===== config.mk =====
export PLATFORM = sky130hd
export DESIGN_NAME = bsw_sample_ctrl
export DESIGN_NICKNAME = d
export VERILOG_FILES = /design/src/rtl/bsw_pkg.sv /design/src/rtl/bsw_phase_gen.sv /design/src/rtl/bsw_sample_ctrl.sv
export SDC_FILE = /design/constraint.sdc
export NUM_CORES = 1
export LEC_CHECK = 0
export ABC_AREA = 1
export CORE_UTILIZATION = 55
export CTS_BUF_LIST = sky130_fd_sc_hd__clkbuf_4
export CTS_CLUSTER_SIZE = 12
export DETAILED_ROUTE_END_ITERATION = 6
export HOLD_SLACK_MARGIN = 0.05
export PLACE_DENSITY = 0.79
export REMOVE_ABC_BUFFERS = 1
export SLEW_MARGIN = 20
export SYNTH_ARGS = -nofsm -noshare
export SYNTH_HDL_FRONTEND = slang
export SYNTH_SLANG_ARGS = --single-unit

===== constraint.sdc =====
create_clock -name clk -period 2 [get_ports clk]
set_input_delay 0.4 -clock clk [delete_from_list [all_inputs] [get_ports clk]]
set_output_delay 0.4 -clock clk [all_outputs]
set_load 0.01 [all_outputs]

===== src/rtl/bsw_pkg.sv =====
// Shared types and constants for the bootstrapped sampling switch sequencer.
package bsw_pkg;

  localparam int unsigned PH_CNT_W = 8;

  typedef enum logic [2:0] {
    IDLE,
    PRE,
    NOV1,
    TRACK,
    NOV2,
    HOLD
  } bsw_state_e;

  localparam logic BSW_CK_RST  = 1'b0;
  localparam logic BSW_CKB_RST = 1'b1;

endpackage


===== src/rtl/bsw_phase_gen.sv =====
// Registered state-to-phase decoder; the single place the CK/CKB non-overlap is guaranteed.
module bsw_phase_gen
  import bsw_pkg::*;
(
  input  logic       clk,
  input  logic       rst,
  input  bsw_state_e state_nxt,
  output logic       bsw_ck,
  output logic       bsw_ckb
);

  logic ck_d;
  logic ckb_d;

  // A phase may only rise once the opposite phase register is already low.
  always_comb begin
    ck_d  = (state_nxt == TRACK) && !bsw_ckb;
    ckb_d = ((state_nxt == IDLE) || (state_nxt == PRE) || (state_nxt == HOLD)) && !bsw_ck;
  end

  always_ff @(posedge clk or posedge rst) begin
    if (rst) begin
      bsw_ck  <= BSW_CK_RST;
      bsw_ckb <= BSW_CKB_RST;
    end else begin
      bsw_ck  <= ck_d;
      bsw_ckb <= ckb_d;
    end
  end

endmodule


===== src/rtl/bsw_sample_ctrl.sv =====
// Sampling-switch sequencer: phase timing FSM, conversion handshake and sample counter.
module bsw_sample_ctrl
  import bsw_pkg::*;
#(
  parameter int unsigned TRACK_CYC = 8,
  parameter int unsigned NOV_CYC   = 1,
  parameter int unsigned PRE_CYC   = 2,
  parameter int unsigned CNT_W     = 16
) (
  input  logic             clk,
  input  logic             rst,
  input  logic             en,
  input  logic             start,
  input  logic             cont,
  input  logic             conv_ack,
  output logic             bsw_ck,
  output logic             bsw_ckb,
  output logic             conv_req,
  output logic             busy,
  output logic [CNT_W-1:0] sample_cnt
);

  localparam logic [PH_CNT_W-1:0] PRE_LD   = PH_CNT_W'(PRE_CYC - 1);
  localparam logic [PH_CNT_W-1:0] NOV_LD   = PH_CNT_W'(NOV_CYC - 1);
  localparam logic [PH_CNT_W-1:0] TRACK_LD = PH_CNT_W'(TRACK_CYC - 1);

  bsw_state_e          state_q;
  bsw_state_e          state_nxt;
  logic [PH_CNT_W-1:0] ph_cnt_q;
  logic [PH_CNT_W-1:0] ph_cnt_nxt;
  logic                abort_q;
  logic                abort_nxt;
  logic                ph_done;
  logic                ack_take;

  always_ff @(posedge clk or posedge rst) begin
    if (rst) begin
      state_q    <= IDLE;
      ph_cnt_q   <= '0;
      abort_q    <= 1'b0;
      conv_req   <= 1'b0;
      busy       <= 1'b0;
      sample_cnt <= '0;
    end else begin
      state_q  <= state_nxt;
      ph_cnt_q <= ph_cnt_nxt;
      abort_q  <= abort_nxt;
      conv_req <= (state_nxt == HOLD);
      busy     <= (state_nxt != IDLE);
      if (ack_take) begin
        sample_cnt <= sample_cnt + CNT_W'(1);
      end
    end
  end

  // Next state; the phase timer reloads on every state change.
  always_comb begin
    state_nxt  = state_q;
    ph_cnt_nxt = ph_cnt_q;
    ph_done    = (ph_cnt_q == '0);
    ack_take   = (state_q == HOLD) && conv_ack;

    case (state_q)
      IDLE:  if (start && en) state_nxt = PRE;
      PRE:   if (!en) state_nxt = IDLE; else if (ph_done) state_nxt = NOV1;
      NOV1:  if (!en) state_nxt = IDLE; else if (ph_done) state_nxt = TRACK;
      TRACK: if (!en || ph_done) state_nxt = NOV2;
      NOV2: begin
        if (!en) state_nxt = IDLE;
        else if (ph_done) state_nxt = abort_q ? IDLE : HOLD;
      end
      HOLD:  if (conv_ack) state_nxt = (cont && en) ? PRE : IDLE;
      default: state_nxt = IDLE;
    endcase

    // An aborted track must not produce a held sample.
    abort_nxt = (state_nxt == NOV2) && (abort_q || ((state_q == TRACK) && !en));

    if (state_nxt != state_q) begin
      case (state_nxt)
        PRE:         ph_cnt_nxt = PRE_LD;
        NOV1, NOV2:  ph_cnt_nxt = NOV_LD;
        TRACK:       ph_cnt_nxt = TRACK_LD;
        default:     ph_cnt_nxt = '0;
      endcase
    end else if (!ph_done) begin
      ph_cnt_nxt = ph_cnt_q - PH_CNT_W'(1);
    end
  end

  bsw_phase_gen u_phase_gen (
    .clk       (clk),
    .rst       (rst),
    .state_nxt (state_nxt),
    .bsw_ck    (bsw_ck),
    .bsw_ckb   (bsw_ckb)
  );

endmodule


# Word-level counts from Yosys, hierarchy flattened
# Index checks and enable logic that the tools add are counted.
# totals
reg_bits,32
out_inout_bits,20
in_bits,6
word_cells,54
# classes
addsub,2
eq_ne,11
reduce_logical,18
n_mux,15
# ops
op,n
3-bit 2-to-1 mux,10
3-bit case mux with 6 select lines,1
"16-bit by 1-bit adder with 16-bit output, second input constant",1
8-bit 2-to-1 mux,2
"3-bit equality test, second input constant",4
"3-bit by 2-bit equality test with 1-bit output, second input constant",3
8-bit logical NOT,1
"8-bit by 1-bit subtractor with 8-bit output, second input constant",1
1-bit logical AND,7
"3-bit by 1-bit equality test with 1-bit output, second input constant",2
3-bit logical NOT,2
3-bit case mux with 2 select lines,1
1-bit logical OR,4
1-bit logical NOT,3
3-bit != test,1
3-bit nonzero test,1
"2-bit by 1-bit != test with 1-bit output, second input constant",1
1-bit 2-to-1 mux,1

# Depth between registers and ports, before layout
# Gate-level depths: netlist of run 1.
# depth
depth_word,8
mapped_depth,14
depth_no_buf,14

# Cells and area by module
# From an unflattened synthesis of run 1, not the netlist that was laid out.
# unflattened
cells_unflattened,207
area_unflattened_um2,1764.2
# by_module_without_submodules
mod,area_each_um2,instances,cells_per_inst,seq_area_each_um2
bsw_sample_ctrl,1671.6,1,194,750.7
bsw_phase_gen,92.6,1,13,51.3

# Worst setup path before layout of run 1
# OpenSTA, ideal clock, no wires.
# synth_path
path_type,register -> register
startpoint,register ph_cnt_q[0]
endpoint,register ph_cnt_q[2]
setup_ns,0.123
setup_slack_ns,0.260
arrival_ns,1.617
stages_incl_launch_ff,14
period_less_slack_ns,1.740
cell_sequence,dfrtp_1 > inv_1 > ha_1 > nand2_1 > nor2_2 > nand2_4 > nand2_1 > nand3_1 > nand2_1 > nand2_2 > nand2_2 > nand3_4 > nor2_1 > a21oi_1
# synth_between
elab_chain_cells,7
elab_cells_between_ends,18
cone_classes,add/sub (1); eq/ne (4); mux (11); reduce/logical (2)
# synth_lines
element,line,text
"start, declared",bsw_sample_ctrl.sv:29,logic [PH_CNT_W-1:0] ph_cnt_q;
"start signal, assigned",bsw_sample_ctrl.sv:46,ph_cnt_q <= ph_cnt_nxt;
8-bit logical NOT (*),bsw_sample_ctrl.sv:60,ph_done = (ph_cnt_q == '0);
3-bit 2-to-1 mux (tied with other cells),bsw_sample_ctrl.sv:70,else if (ph_done) state_nxt = abort_q ? IDLE : HOLD;
3-bit 2-to-1 mux (on tied branches),-,
3-bit case mux with 6 select lines (*),bsw_sample_ctrl.sv:63,case (state_q)
via state_nxt[0],bsw_sample_ctrl.sv:28,bsw_state_e state_nxt;
3-bit by 2-bit equality test with 1-bit output / 3-bit by 1-bit equality test with 1-bit output (equally long branches),bsw_sample_ctrl.sv:80,case (state_nxt)
3-bit case mux with 2 select lines,bsw_sample_ctrl.sv:80,
8-bit 2-to-1 mux,bsw_sample_ctrl.sv:79,if (state_nxt != state_q) begin
# Mark *: on every way through the listed nets, which the timed path passes. The rest lies on a longest branch. The select of a mux whose other input is x is not followed.
# A chain may end at the register's enable or synchronous reset.

# Worst setup path in the final report of run 1
# layout_path
startpoint,register ph_cnt_q[0]
endpoint,register ph_cnt_q[0]
# The elaborated chain is that of the path after synthesis.

==> reports/qor.yml, run 1 <==
fillers: 205
cts_max_level: 2
endpoint_kind: "flip-flop"
drv_slew: 0
clock_latency_ns: 0.33
area_growth_pct: 31.6
synth_top_area_share_pct: 45.0
maxCapViolCount: 0
start_kind: "flip-flop"
yosys_warnings: 0
drive_gt1_share_pct: 28.2
rsz0062_at_grt: "yes"
synth_top_family_by_area: "simple AND/OR/NAND/NOR gates"
grt_overflow: 0
antenna_found_initial: 0
power.density_mw_per_mm2: 1130
die_w_microns: 58.0
pre_cts_ws_ns: -0.0128
grt_usage_pct: 24.3
ys_seq_area_share_pct: 46.6
crit_type: "flip-flop to flip-flop"
fmax_ghz: 0.492
syn_area_per_cell_sq_um: 8.84
final_cell_mix: "dfrtp_1 (31), nand2_1 (30), clkdlybuf4s50_1 (25), inv_1 (20), nor2_1 (19)"
clkTransAtPathRegs_ns: 0.10
synth_fa_ha_area_share_pct: 1.45
fin_crit_ns: 2.03
finalSetupTns_ns: -0.0353
top_layer: "met4"
io_pins: 26
finalWirelength_microns: 3780
dieArea_sq_mm: 0.00336
synth_area_leader_cell: "dfrtp_1"
met2_length_microns: 1860
setup_viol: 2
post-route-util_pct: 79.5
leakage_nw: 1.13
fin_crit_sh_pct: 102
grt_pass1_vias: 1374
ys_ff_latch: 32
totalPowerFinal_w: 0.00255
syn-cell-area_sq_mm: 0.00172
placed_area_sq_mm: 0.00209
routabilityCongestion: 0.926
cts_root_buf: "clkbuf_4"
worstPathCellList: "inv_1 > ha_2 > nand2_2 > nor2_4 > nand2_4 > nand2_1 > nand2_1 > nand3_2 > nor2_2 > nor2_4 > buf_4 > nand3_2 > o21ai_1"
initial_core_util_pct: 60.4
min_path_type: "input pin to async pin"
critPathMaxStageDelay_ns: 0.40
layout.nets: 253
hold_viol_final: 0
slew_headroom_pct: 72.9
wl_met3_microns: 177
vias: 1488
cts_tree: "yes"
coreArea_sq_mm: 0.00285
path_max_fanout: 7
hpwl_microns: 2550
synth_area_leaders: "dfrtp_1 (45%), nand2_1 (7.2%), xor2_1 (6.1%)"
synthSimpleGateAreaFrac_pct: 33.0
finClkSkew_ns: 0.00366
synthCells: 195
violations: "DRC, setup timing"
cts.path.max_buffers: 2
setup_ws_ns: -0.0313
clkSinkCount: 32
grt_pass1_wl_microns: 6070
crit_family: "simple AND/OR/NAND/NOR gates"
synthXorXnorAreaFrac_pct: 8.64
synth_cell_types: 29
first_iter_violations: 81
n_antenna_cell: 0
die_h_microns: 58.0
cp_slowest_cell: "dfrtp_1"
drtAntennaViolNets: 0
cp.arrival_ns: 2.29
synth-edff-count: 0
muxShareOfSynthArea_pct: 0
cp.required_ns: 2.26
path_buf_inv: 2
drc: 2
ir_drop_v: 0.000631
grt_max_degree: 33
routedWlPerCell_microns: 13.7
synthFlopType: "dfrtp_1"
dr.pass1.iters: 6
core.rowCount: 19
fin_area_sq_mm: 0.00227
cts_made_buffers: 5
final_common_cell: "dfrtp_1"
wirelength_met1_microns: 1700
status: "finished with violations"
numPortBuffers: 25
worst_pin_slew_ns: 0.405
via_per_inst: 5.39
synth_compound_area_share_pct: 4.36
async_flop_share_pct: 100
==> kinds of logic after synthesis <==
logic type | count (synthesis)
and+or+nand+nor | 103
DFF | 32
buffers and inverters | 27
xor gates and xnor gates | 17
AOI/OAI and AO/OA | 14
adders and majority gates | 2
==> area by class of cell <==
class	count	area [sq um]	share of cell area (%)
Multi-Input combinational cell	137	895	39.5
Sequential cell	32	802	35.4
Timing Repair Buffer	42	378	16.7
Inverter	27	104	4.58
Clock buffer	6	45.0	1.99
Tap cell	31	38.8	1.71
Clock inverter	1	5.00	0.221
==> state kept, by name (all words and copies together) (netlist names) <==
signal               cells
state_q                  3
ph_cnt_q                 8
abort_q                  1
sample_cnt              16
conv_req                 1
u_phase_gen.bsw_ckb      1
u_phase_gen.bsw_ck       1
busy                     1
==> cell usage after synthesis (all sizes together), types with 2 or more instances <==
cell type	instances
nor2	29
xnor2	5
nand2	39
nand4	4
nand3	21
ha	2
dfrtp	31
a21oi	10
nor3	6
o21ai	3
inv	27
nor4	3
xor2	12
==> final timing paths <==
check                                                   from                            end  slack (ns)  cells past startpoint
worst min-delay path                                     rst        ph_cnt_q[5]$_DFFE_PP0P_        0.44                      3
worst max-delay path                 ph_cnt_q[0]$_DFFE_PP0P_        ph_cnt_q[0]$_DFFE_PP0P_       -0.03                     13
min in group clk                u_phase_gen.bsw_ck$_DFF_PP0_  u_phase_gen.bsw_ckb$_DFF_PP1_        0.45                      1
worst max register to register       ph_cnt_q[0]$_DFFE_PP0P_        ph_cnt_q[0]$_DFFE_PP0P_       -0.03                     13
worst min register to register  u_phase_gen.bsw_ck$_DFF_PP0_  u_phase_gen.bsw_ckb$_DFF_PP1_        0.45                      1
max in group asynchronous                                rst  u_phase_gen.bsw_ckb$_DFF_PP1_        1.23                      3
==> metrics by stage <==
stage,hold WS [ns],instances
final,0.441,276
after floorplan,0.429,195
after CTS,0.447,268
after global routing,0.444,276
after detailed placement,0.438,261
after global placement,0.406,261
==> worst reg2reg max path: stages, from the launching register on <==
cell	delay [ns]
dfrtp_1	0.40
inv_1	0.10
ha_2	0.19
nand2_2	0.07
nor2_4	0.17
nand2_4	0.11
nand2_1	0.10
nand2_1	0.06
nand3_2	0.09
nor2_2	0.05
nor2_4	0.17
buf_4	0.14
nand3_2	0.14
o21ai_1	0.16
==> power by group <==
group	leakage [nW]	switching, W	total, W	internal [W]
logic	0.692	0.000742	0.00130	0.000562
registers	0.411	0.000124	0.000894	0.000770
clock network	0.0315	0.000214	0.000357	0.000143
==> what timing repair did <==
action | CTS | global route
buffers inserted | 0 | 7
hold buffers | 0 | 0
resized for setup | 0 | 20
endpoints found under the setup margin | 0 | 11
==> metal layers <==
layer	vias to the layer above	track usage, %
li1	727	-
met1	713	33.4
met2	43	37.6
met3	5	6.92
met4	0	7.48
met5	-	0
(Power assumes the default switching activity.)
==> run 2, diff against run 1 <==
Settings changed: CORE_UTILIZATION 55 to 48, PLACE_DENSITY 0.79 to 0.7.
==> run 2 against run 1 <==
The run now ends clean; cell count rose by 5.1%; non-clock buffer count down 2; clock skew up 0.0029 ns; routed wire length decreased by 3.7%; power decreased by 3.5%; design area fell by 0.94%; first-iteration DRC count is 16% lower; setup slack improved by 0.10 ns.
==> reports/qor.yml, run 2 (synthesis results as in run 1) <==
status: "completed"
finClkSkew_ns: 0.00651  # +0.00286 ns
hpwl_microns: 2610  # +2.3%
path_max_fanout: 7  # unchanged
cts_root_buf: "clkbuf_4"
endpoint_kind: "flip-flop"
cp_slowest_cell: "dfrtp_1"
grt_usage_pct: 20.0  # -4.3 points
hold_viol_final: 0  # unchanged
layout.nets: 251  # -0.79%
grt_overflow: 0  # unchanged
top_layer: "met4"
leakage_nw: 1.12  # -1.4%
vias: 1471  # -1.1%
seqPwrFrac_pct: 36.1  # +1.1 points
fmax_ghz: 0.519  # +5.3%
critPathMaxStageDelay_ns: 0.43  # +0.03 ns
p_sw_w: 0.00104  # -3.6%
final_cell_mix: "nand2_1 (31), dfrtp_1 (31), clkdlybuf4s50_1 (25), nor2_1 (23), inv_1 (20)"
cts_made_buffers: 5  # unchanged
met2_length_microns: 1780  # -4.4%
power_frac_comb_pct: 49.5  # -1.5 points
fin_worst_hold_slack_ns: 0.400  # -0.0414 ns
drc: 0  # -2
finalWirelength_microns: 3640  # -3.7%
clkTransAtPathRegs_ns: 0.10  # about the same
cts_hold_buffers: 0  # unchanged
grt_pass1_wl_microns: 5510  # -9.2%
power.density_mw_per_mm2: 1100  # -2.6%
p_clk_share_pct: 14.4  # +0.4 points
initial_core_util_pct: 50.8  # -9.6 points
io_pins: 26  # unchanged
drv_slew: 0  # unchanged
cp.required_ns: 2.26  # about the same
cts_max_level: 2  # unchanged
slew_headroom_pct: 72.9  # about the same
worst_pin_slew_ns: 0.406  # +0.00115 ns
fin_crit_sh_pct: 96.4  # -5.1 points
fin_cells: 290  # +5.1%
drtAntennaViolNets: 0  # unchanged
die_w_microns: 61.9  # +6.8%
post-route-util_pct: 66.3  # -13 points
routabilityCongestion: 0.897  # -3.2%
die_h_microns: 61.9  # +6.8%
p_int_w: 0.00142  # -3.5%
dp.cells: 276  # +5.7%
cts_tree: "yes"
grt_max_degree: 33  # unchanged
top_register: "sample_cnt"
path_buf_inv: 2  # unchanged
clkSinkCount: 32  # unchanged
routedWlPerCell_microns: 12.6  # -8.4%
n_antenna_cell: 0  # unchanged
finalSetupTns_ns: 0  # +0.0353 ns
dr.pass1.iters: 4  # -2
min_path_type: "flip-flop to flip-flop"
crit_type: "flip-flop to flip-flop"
via_per_inst: 5.07  # -5.9%
fin_crit_ns: 1.93  # -0.103 ns
setup_viol: 0  # -2
grt_pass1_vias: 1275  # -7.2%
first_iter_violations: 68  # -16%
area_growth_pct: 30.4
clock_latency_ns: 0.34  # about the same
cts.path.max_buffers: 2  # unchanged
ir_drop_v: 0.000590  # -6.4%
coreArea_sq_mm: 0.00339  # +19%
drive_gt1_share_pct: 24.2  # -4.0 points
crit_family: "simple AND/OR/NAND/NOR gates"
numPortBuffers: 25  # unchanged
largest_reg_flops: 16  # unchanged
cp.arrival_ns: 2.19  # -0.10 ns
switching_share_pct: 42.3  # about the same
dieArea_sq_mm: 0.00383  # +14%
worstPathCellList: "inv_2 > ha_4 > nand2_2 > nor2_4 > nand2_4 > nand2_1 > nand2_1 > nand3_2 > nor2_1 > nor2_4 > buf_4 > nand3_2 > nor3_2"
core.rowCount: 21  # +2
wl_met3_microns: 212  # +20%
wirelength_met1_microns: 1610  # -5.1%
start_kind: "flip-flop"
reg_top3: "sample_cnt: 16 flops, ph_cnt_q: 8 flops, state_q: 3 flops"
maxCapViolCount: 0  # unchanged
antenna_found_initial: 0  # unchanged
-- run 2: cell count changes in the layout (fill, tap and decap cells not counted), sizes merged --
cell / previous run / this run
buf: 17 / 15
clkbuf: 6 / 5
clkinv: 1 / 3
-- run 2: worst paths after layout --
path	startpoint	to	slack, ns	cells after the start
worst max-delay path	ph_cnt_q[0]$_DFFE_PP0P_	ph_cnt_q[4]$_DFFE_PP0P_	0.07	13
worst min-delay path	u_phase_gen.bsw_ck$_DFF_PP0_	u_phase_gen.bsw_ckb$_DFF_PP1_	0.40	1
worst max register to register	ph_cnt_q[0]$_DFFE_PP0P_	ph_cnt_q[4]$_DFFE_PP0P_	0.07	13
worst min register to register	u_phase_gen.bsw_ck$_DFF_PP0_	u_phase_gen.bsw_ckb$_DFF_PP1_	0.40	1
max in group asynchronous	rst	u_phase_gen.bsw_ckb$_DFF_PP1_	1.25	3
min in group asynchronous	rst	sample_cnt[9]$_DFFE_PP0P_	0.43	3
-- run 2: timing repair --
item | CTS | global route
resized for setup | 0 | 11
endpoints found under the setup margin | 0 | 12
buffers inserted | 0 | 5
hold endpoints to repair | 0 | 0
-- run 2: layout make-up --
type	count	area [sq um]
Clock buffer	5	37.5
Clock inverter	3	13.8
Fill cell	271	1140
Inverter	27	104
Multi-Input combinational cell	137	868
Sequential cell	32	802
Tap cell	46	57.6
Timing Repair Buffer	40	363
-- run 2: power groups by stage --
stage                     sequential (W)  clock, W  combinational [W]
final                           0.000891  0.000354            0.00122
after global routing            0.000907  0.000388            0.00136
after CTS                       0.000879  0.000364            0.00102
after detailed placement        0.000892         0            0.00102
after global placement          0.000884         0           0.000994
after floorplan                 0.000889         0           0.000730
-- run 2: per-layer routing --
| metal | up-vias | GRT usage (%) |
|---|---|---|
| li1 | 723 | - |
| met1 | 690 | 25.8 |
| met2 | 53 | 32.6 |
| met3 | 5 | 6.21 |
| met4 | 0 | 5.71 |
| met5 | - | 0 |
-- run 2: metrics by stage --
step	power, W	cell area, sq um	setup slack, ns
final	0.00246	2250	0.0715
after global placement	0.00188	2110	0.000232
after global routing	0.00266	2250	-0.0350
after CTS	0.00226	2160	0.0147
after detailed placement	0.00191	2110	-0.0444
after floorplan	0.00162	1720	0.260
